[src/rtl/sha2_pkg.sv]
// Shared SHA-2 definitions: schedule FSM states, round counts and the
// small-sigma rotate/shift amounts for both word widths.
package sha2_pkg;

    typedef enum logic {
        IDLE = 1'b0,
        RUN  = 1'b1
    } sched_state_t;

    localparam int ROUNDS_256 = 64;
    localparam int ROUNDS_512 = 80;

    localparam int S0_ROT_A_256 = 7;
    localparam int S0_ROT_B_256 = 18;
    localparam int S0_SHR_256   = 3;
    localparam int S1_ROT_A_256 = 17;
    localparam int S1_ROT_B_256 = 19;
    localparam int S1_SHR_256   = 10;

    localparam int S0_ROT_A_512 = 1;
    localparam int S0_ROT_B_512 = 8;
    localparam int S0_SHR_512   = 7;
    localparam int S1_ROT_A_512 = 19;
    localparam int S1_ROT_B_512 = 61;
    localparam int S1_SHR_512   = 6;

    function automatic int rounds_for(input int word_w);
        return (word_w == 64) ? ROUNDS_512 : ROUNDS_256;
    endfunction

endpackage

[src/rtl/sha2_sigma.sv]
// Combinational small-sigma pair (s0, s1) of one schedule word.
module sha2_sigma
    import sha2_pkg::*;
#(
    parameter int WORD_W = 32
)(
    input  logic [WORD_W-1:0] x,
    output logic [WORD_W-1:0] s0,
    output logic [WORD_W-1:0] s1
);

    localparam bit W64 = (WORD_W == 64);
    localparam int R0A = W64 ? S0_ROT_A_512 : S0_ROT_A_256;
    localparam int R0B = W64 ? S0_ROT_B_512 : S0_ROT_B_256;
    localparam int SH0 = W64 ? S0_SHR_512   : S0_SHR_256;
    localparam int R1A = W64 ? S1_ROT_A_512 : S1_ROT_A_256;
    localparam int R1B = W64 ? S1_ROT_B_512 : S1_ROT_B_256;
    localparam int SH1 = W64 ? S1_SHR_512   : S1_SHR_256;

    function automatic logic [WORD_W-1:0] rotr(input logic [WORD_W-1:0] v, input int n);
        return (v >> n) | (v << (WORD_W - n));
    endfunction

    assign s0 = rotr(x, R0A) ^ rotr(x, R0B) ^ (x >> SH0);
    assign s1 = rotr(x, R1A) ^ rotr(x, R1B) ^ (x >> SH1);

endmodule

[src/rtl/sha2_msg_sched.sv]
// SHA-2 message schedule: loads a 16-word block and streams W[0..ROUNDS-1]
// over valid/ready, with abort and zero-bubble back-to-back block loads.
module sha2_msg_sched
    import sha2_pkg::*;
#(
    parameter  int WORD_W = 32,
    localparam int ROUNDS = rounds_for(WORD_W),
    localparam int IDX_W  = 7
)(
    input  logic                 clk,
    input  logic                 rst_n,
    input  logic                 blk_valid,
    output logic                 blk_ready,
    input  logic [16*WORD_W-1:0] blk,
    input  logic                 abort,
    output logic                 w_valid,
    input  logic                 w_ready,
    output logic [WORD_W-1:0]    w,
    output logic [IDX_W-1:0]     w_idx,
    output logic                 w_last,
    output logic                 busy
);

    generate
        if (!(WORD_W == 32 || WORD_W == 64)) begin : g_bad_word_w
            $error("sha2_msg_sched: WORD_W must be 32 or 64");
        end
    endgenerate

    localparam logic [IDX_W-1:0] LAST_IDX = IDX_W'(ROUNDS - 1);

    sched_state_t      state_reg;
    logic [IDX_W-1:0]  ctr_reg;
    logic [WORD_W-1:0] win_reg [16];

    logic [WORD_W-1:0] sig_s0 [2];
    logic [WORD_W-1:0] sig_s1 [2];
    logic [WORD_W-1:0] wnew;
    logic              run;
    logic              last_w;
    logic              hs;
    logic              load;
    logic              shift;

    assign run    = (state_reg == RUN);
    assign last_w = run && (ctr_reg == LAST_IDX);
    assign hs     = run && w_ready && !abort;
    assign load   = (!run && blk_valid) || (hs && last_w && blk_valid);
    assign shift  = hs && !last_w;

    // Instance 0 supplies s0(win[1]), instance 1 supplies s1(win[14]).
    generate
        for (genvar gi = 0; gi < 2; gi++) begin : g_sigma
            localparam int TAP = (gi == 0) ? 1 : 14;
            sha2_sigma #(.WORD_W(WORD_W)) u_sigma (
                .x  (win_reg[TAP]),
                .s0 (sig_s0[gi]),
                .s1 (sig_s1[gi])
            );
        end
    endgenerate

    assign wnew = win_reg[0] + sig_s0[0] + win_reg[9] + sig_s1[1];

    generate
        for (genvar gi = 0; gi < 16; gi++) begin : g_win
            always_ff @(posedge clk or negedge rst_n) begin
                if (!rst_n) begin
                    win_reg[gi] <= '0;
                end else if (load) begin
                    win_reg[gi] <= blk[16*WORD_W-1-gi*WORD_W -: WORD_W];
                end else if (shift) begin
                    if (gi == 15) begin
                        win_reg[gi] <= wnew;
                    end else begin
                        win_reg[gi] <= win_reg[(gi < 15) ? gi + 1 : gi];
                    end
                end
            end
        end
    endgenerate

    always_ff @(posedge clk or negedge rst_n) begin
        if (!rst_n) begin
            state_reg <= IDLE;
            ctr_reg   <= '0;
        end else begin
            case (state_reg)
                IDLE: begin
                    if (blk_valid) begin
                        state_reg <= RUN;
                        ctr_reg   <= '0;
                    end
                end
                RUN: begin
                    // Abort takes priority: a word handshaked in the same cycle is dropped.
                    if (abort) begin
                        state_reg <= IDLE;
                        ctr_reg   <= '0;
                    end else if (w_ready) begin
                        if (ctr_reg == LAST_IDX) begin
                            ctr_reg   <= '0;
                            state_reg <= blk_valid ? RUN : IDLE;
                        end else begin
                            ctr_reg <= ctr_reg + IDX_W'(1);
                        end
                    end
                end
                default: begin
                    state_reg <= IDLE;
                    ctr_reg   <= '0;
                end
            endcase
        end
    end

    assign blk_ready = !rst_n || !run || (last_w && w_ready && !abort);
    assign w_valid   = run;
    assign busy      = run;
    assign w         = win_reg[0];
    assign w_idx     = ctr_reg;
    assign w_last    = last_w;

endmodule
[config.mk]
export PLATFORM = sky130hd
export DESIGN_NAME = sha2_msg_sched
export DESIGN_NICKNAME = d
export VERILOG_FILES = /design/src/rtl/sha2_pkg.sv /design/src/rtl/sha2_sigma.sv /design/src/rtl/sha2_msg_sched.sv
export SDC_FILE = /design/constraint.sdc
export NUM_CORES = 1
export LEC_CHECK = 0
export CORE_MARGIN = 1.5
export CORE_UTILIZATION = 25
export CTS_BUF_LIST = sky130_fd_sc_hd__clkbuf_2
export DETAILED_ROUTE_END_ITERATION = 8
export GPL_ROUTABILITY_DRIVEN = 0
export PLACE_DENSITY = 0.51
export RECOVER_POWER = 100
export SYNTH_ARGS = -nofsm -noshare
export SYNTH_HDL_FRONTEND = slang
export SYNTH_SLANG_ARGS = --single-unit
[constraint.sdc]
create_clock -name clk -period 5.6 [get_ports clk]
set_input_delay 1.12 -clock clk [delete_from_list [all_inputs] [get_ports clk]]
set_output_delay 1.12 -clock clk [all_outputs]
set_load 0.02 [all_outputs]
* Word level (Yosys, flattened, before mapping)
Cells that the tools add are included.
** Cells by class
- Add/subtract/negate cells :: 4
- Eq/ne operators :: 3
- Muxes and demuxes :: 42
- Bitwise logic cells :: 9
- Reductions and logical operators :: 18
** Operator list (count)
- 32-bit two-way mux :: 32
- 32-bit adder :: 3
- 32-bit bitwise XOR :: 2
- 13-bit by 32-bit OR with 32-bit output :: 1
- 14-bit by 32-bit OR with 32-bit output :: 1
- 15-bit by 32-bit OR with 32-bit output :: 1
- 25-bit by 32-bit OR with 32-bit output :: 1
- 32-bit by 22-bit bitwise XOR with 32-bit output :: 1
- 32-bit by 29-bit bitwise XOR with 32-bit output :: 1
- 7-bit two-way mux :: 4
- 7-bit one-hot mux with 2 select lines :: 1
- 1-bit logical AND :: 9
- 7-bit by 1-bit adder with 7-bit output, second input constant :: 1
- 7-bit by 6-bit equality test with 1-bit output, second input constant :: 1
- 1-bit logical NOT :: 4
- 1-bit two-way mux :: 4
- 1-bit logical OR :: 3
- 3-bit != test, second input constant :: 1
- 2-bit != test, second input constant :: 1
- 1-bit one-hot mux with 2 select lines :: 1
- 2-bit AND reduction :: 1
- 2-bit nonzero test :: 1
- 1-bit NOT :: 1
** Storage, ports and cells
- Bits in registers :: 520

* Depth between registers and ports, before layout
- Depth after elaboration :: 8
- Depth in mapped cells :: 18
- Mapped depth without buffers :: 17

* Hierarchy
A second synthesis with hierarchy kept.
** Unflattened totals
- Cells, all modules :: 3473
- Area, all modules :: 29925.0 µm²
** By module, submodules not included
- sha2_msg_sched :: times used 1, cells each 3293, area each 26952.1 µm², sequential area each 13012.5 µm²
- sha2_sigma :: times used 2, cells each 90, area each 1486.4 µm², sequential area each 0.0 µm²

* Least setup slack after synthesis
Ideal clock, no wire load.
- Path kind :: reg2reg
- From :: register win_reg[456] in the netlist's numbering
- To :: register win_reg[25] in the netlist's numbering
- Library setup time :: 0.069 ns
- Arrival time :: 4.082 ns
- Required time :: 5.531 ns
- Path slack :: 1.448 ns
- Stages on the path, launching flop included :: 18
- Path buffers :: 1
- Clock period less this slack :: 4.152 ns
- Cell sequence :: dfrtp_1 clkbuf_1 xor2_1 xnor2_1 fa_1 fa_1 inv_1 ha_1 inv_1 fa_1 and2b_1 o2111ai_1 a211oi_1 nor4b_1 o31ai_1 a21oi_1 or4_1 nand3_1
** On the way
- Longest elaborated chain between the ends :: 8
** Ends and longest elaborated chain
- start: declaration :: line sha2_msg_sched.sv:34 : logic [WORD_W-1:0] win_reg [16];
- start signal: indexed assignment :: line sha2_msg_sched.sv:71 : win_reg[gi] <= blk[16*WORD_W-1-gi*WORD_W -: WORD_W];
- start signal: indexed assignment :: line sha2_msg_sched.sv:74 : win_reg[gi] <= wnew;
- start signal: indexed assignment :: line sha2_msg_sched.sv:76 : win_reg[gi] <= win_reg[(gi < 15) ? gi + 1 : gi];
- 25-bit by 32-bit OR with 32-bit output or 14-bit by 32-bit OR with 32-bit output (tied branches) :: line sha2_sigma.sv:21 : return (v >> n) | (v << (WORD_W - n));
- 32-bit bitwise XOR :: line sha2_sigma.sv:24 : assign s0 = rotr(x, R0A) ^ rotr(x, R0B) ^ (x >> SH0);
- 32-bit by 29-bit bitwise XOR with 32-bit output (*) :: line sha2_sigma.sv:24
- 32-bit adder (*) (3 in series) :: line sha2_msg_sched.sv:63 : assign wnew = win_reg[0] + sig_s0[0] + win_reg[9] + sig_s1[1];
- 32-bit two-way mux (*) :: line sha2_msg_sched.sv:72 : end else if (shift) begin
- 32-bit two-way mux (*) :: line sha2_msg_sched.sv:70 : end else if (load) begin
Mark *: on every way between the ends. The rest lies on a longest branch, timed or not. The select of a mux whose other input is x is not followed.
A chain may end at the register's enable or synchronous reset.

* Final worst setup path
- From :: register ctr_reg[1], in the netlist w_idx[1]
- To :: output port blk_ready
** On the way
- Longest elaborated chain between the ends :: 5
** Ends and longest elaborated chain
- start: declaration :: line sha2_msg_sched.sv:33 : logic [IDX_W-1:0] ctr_reg;
- start signal: assignment :: line sha2_msg_sched.sv:105 : ctr_reg <= ctr_reg + IDX_W'(1);
- 7-bit by 6-bit equality test with 1-bit output :: line sha2_msg_sched.sv:46 : assign last_w = run && (ctr_reg == LAST_IDX);
- 1-bit logical AND :: line sha2_msg_sched.sv:46
- 1-bit logical AND (2 in series) :: line sha2_msg_sched.sv:117 : assign blk_ready = !rst_n || !run || (last_w && w_ready && !abort);
- 1-bit logical OR :: line sha2_msg_sched.sv:117
- end: declaration :: line sha2_msg_sched.sv:13 : output logic blk_ready,
No other way between the ends.

==> qor.yml <==
synthesis:
  synth_top_area_share_pct: 46.7
  synth_area_per_cell_um2: 8.14
  syn-cell-area_um2: 27900
  synth_nets: 4032
  netlist-cell-type-count: 54
  synth_flop_cell: "dfrtp_1"
  synth_seq_area_share_pct: 46.7
  async_flop_share_pct: 100
  synth_edf_count: 0
  ys_ff_latch: 520
  yosys_warnings: 0
  synth_area_leader_cell: "dfrtp_1"
  synthTopCellsByArea: "dfrtp_1 47%, nand2_1 14%, a31oi_1 11%, nor2_1 6.9%, fa_1 4.5%"
  synth_cells: 3421
clocking:
  cts_tree: "yes"
  htreeDepth: 4
  insertion_delay_ps: 1500
  cts_resized: 0
  clock-root-buffer: "clkbuf_2"
  clk_transition_reported_paths_ps: 120
  cts_buffers: 158
  clock_sinks: 520
  clockBufferDepth: 3
final_layout:
  nets: 4615
  largest_reg_flops: 480
  mostFrequentLayoutCells: "1,003 x nand2_1, 520 x dfrtp_1, 515 x clkdlybuf4s50_1"
  synthToLayoutAreaGrowth_pct: 33.3
  layout-drive-gt1-share_pct: 7.05
  layout_commonest_cell: "nand2_1"
  fillers: 12000
worst_setup_path:
  reg2regPathDepth: 17
  end_kind: "output pin"
  startpoint_type: "flop"
  crit_type: "flop to output pin"
  crit_fanout: 4
  reg2reg_to: "win_reg[25]"
  r2r-start: "win_reg[456]"
  r2r_slack_ps: 820
  arrival_ps: 3740
  crit_required_ps: 4480
grt:
  grt_pass1_wl_um: 180000
  gr-total-overflow: 0
  antenna_found_initial: 25
  grt_max_degree: 157
  track_usage_pct: 22.2
  grt_pass1_vias: 26000
timing:
  finalClockSkew_ps: 133
  drv_slew: 654
  rsz0062_at_grt: "no"
  tightest_slew_ps: 3680
  finalHoldViolCount: 0
  finalSetupViolations: 0
  fin_crit_sh_pct: 86.8
  tns_ps: 0
  fin_crit_ps: 4860
  clock.fmax_mhz: 206
  slew_headroom_pct: -146
drt:
  drt-total-wl_um: 128000
  vias: 26400
  drcViolationCount: 0
  wire_per_inst_um: 22.9
  drt_iter0_drc: 2121
  first_pass_iters: 5
  vias_per_cell: 4.70
  ant_nets: 0
place:
  port_buffers: 559
  dp_hpwl_um: 98000
die:
  coreArea_um2: 111000
  row_count: 122
  die_width_um: 337
  start_util_pct: 25.2
  fp.dieArea_um2: 113000
  die_y_um: 337
  pin_count: 560
flow_run:
  maxCapViolations: 9
run_status:
  outcome: "finished with violations"
  violations: "capacitance limit, slew limit"
min_path:
  hold_start: "blk[511]"
  hold_path_class: "input pin to flop"
  hold_depth: 3
  min_to: "w[31]"
==> stage by stage <==
stage	util, %	hold slack, ps	cell area [um^2]	std cells	setup slack [ps]
finish	33.6	196	37100	5607	739
global route	33.6	-8.51	37100	5600	342
CTS	33.7	0.356	37200	5590	488
detailed placement	31.4	472	34700	5215	1120
global placement	31.4	467	34700	5215	1120
floorplan	-	450	27900	3421	1450
==> logic make-up (layout without fill, tap and decap cells) <==
group | count (synthesis) | count (layout) | synth area share (%)
compound gates | 646 | 646 | 14.5
xor+xnor | 142 | 142 | 4.46
fa+ha+maj | 94 | 94 | 5.89
buf+inv | 447 | 1128 | 6.80
flops | 520 | 520 | 46.7
mux | 1 | 1 | 0.0404
other cells | 0 | 17 | 0
simple gates | 1571 | 1571 | 21.6
==> how the worst max path moves through the flow <==
stage	from	end	slack, ps
floorplan	win_reg[456]	win_reg[25]	1450
global placement	win_reg[456]	win_reg[31]	1120
detailed placement	win_reg[456]	win_reg[31]	1120
CTS	w_idx[0]	w_last	490
global route	w_idx[0]	blk_ready	340
finish	w_idx[1]	blk_ready	740
==> area by class of cell <==
class | instances | area, um^2 | share of cell area [%]
repair buffers | 741 | 7380 | 19.9
flip-flops and latches | 520 | 13000 | 35.0
well taps | 1488 | 1860 | 5.01
diodes | 17 | 42.5 | 0.115
clock inverters | 44 | 322 | 0.866
multi-input cells | 2454 | 13000 | 34.9
inverters | 129 | 484 | 1.30
clock buffers | 214 | 1070 | 2.88
==> worst max-delay path, cell delays in order (launching register included) <==
cell	delay (ps)
dfrtp_1	400
ha_1	210
and3_1	200
nand3_1	160
nor2_1	390
nand2_1	100
nand3_1	110
dlygate4sd3_1	700
==> layer usage <==
layer | global-route usage (%) | routed length [um]
met5 | 0 | 200
met4 | 6.34 | 2730
met3 | 6.13 | 10800
met2 | 35.3 | 59000
met1 | 29.4 | 55400
==> synth_stat cells (3+ instances only) <==
master and instances:
nor2b_1 4, ha_1 32, o22ai_1 3, nand2b_1 5, a22oi_1 15, o21bai_1 3, a31oi_1 489, and3_1 9
a21oi_1 45, fa_1 62, buf_1 26, o21a_1 5, xor2_1 66, a211o_1 3, o31ai_1 4, nand3_1 12
nor3_1 3, nand2_1 1004, o21ai_1 3, and2_1 4, dfrtp_1 520, o21ai_0 46, nor2_1 513, o2111ai_1 3
xnor2_1 76, inv_1 129, nand4_1 9, a21o_1 7, buf_2 39, clkbuf_1 208, buf_4 45
==> repair_timing <==
action	4_1_cts	5_1_grt
endpoints found under the setup margin	0	0
hold buffers	117	0
hold endpoints to repair	345	0
buffers inserted	0	0
Power is not shown: default switching activity piles up to over one toggle a cycle in this logic, so the estimate is an artifact.
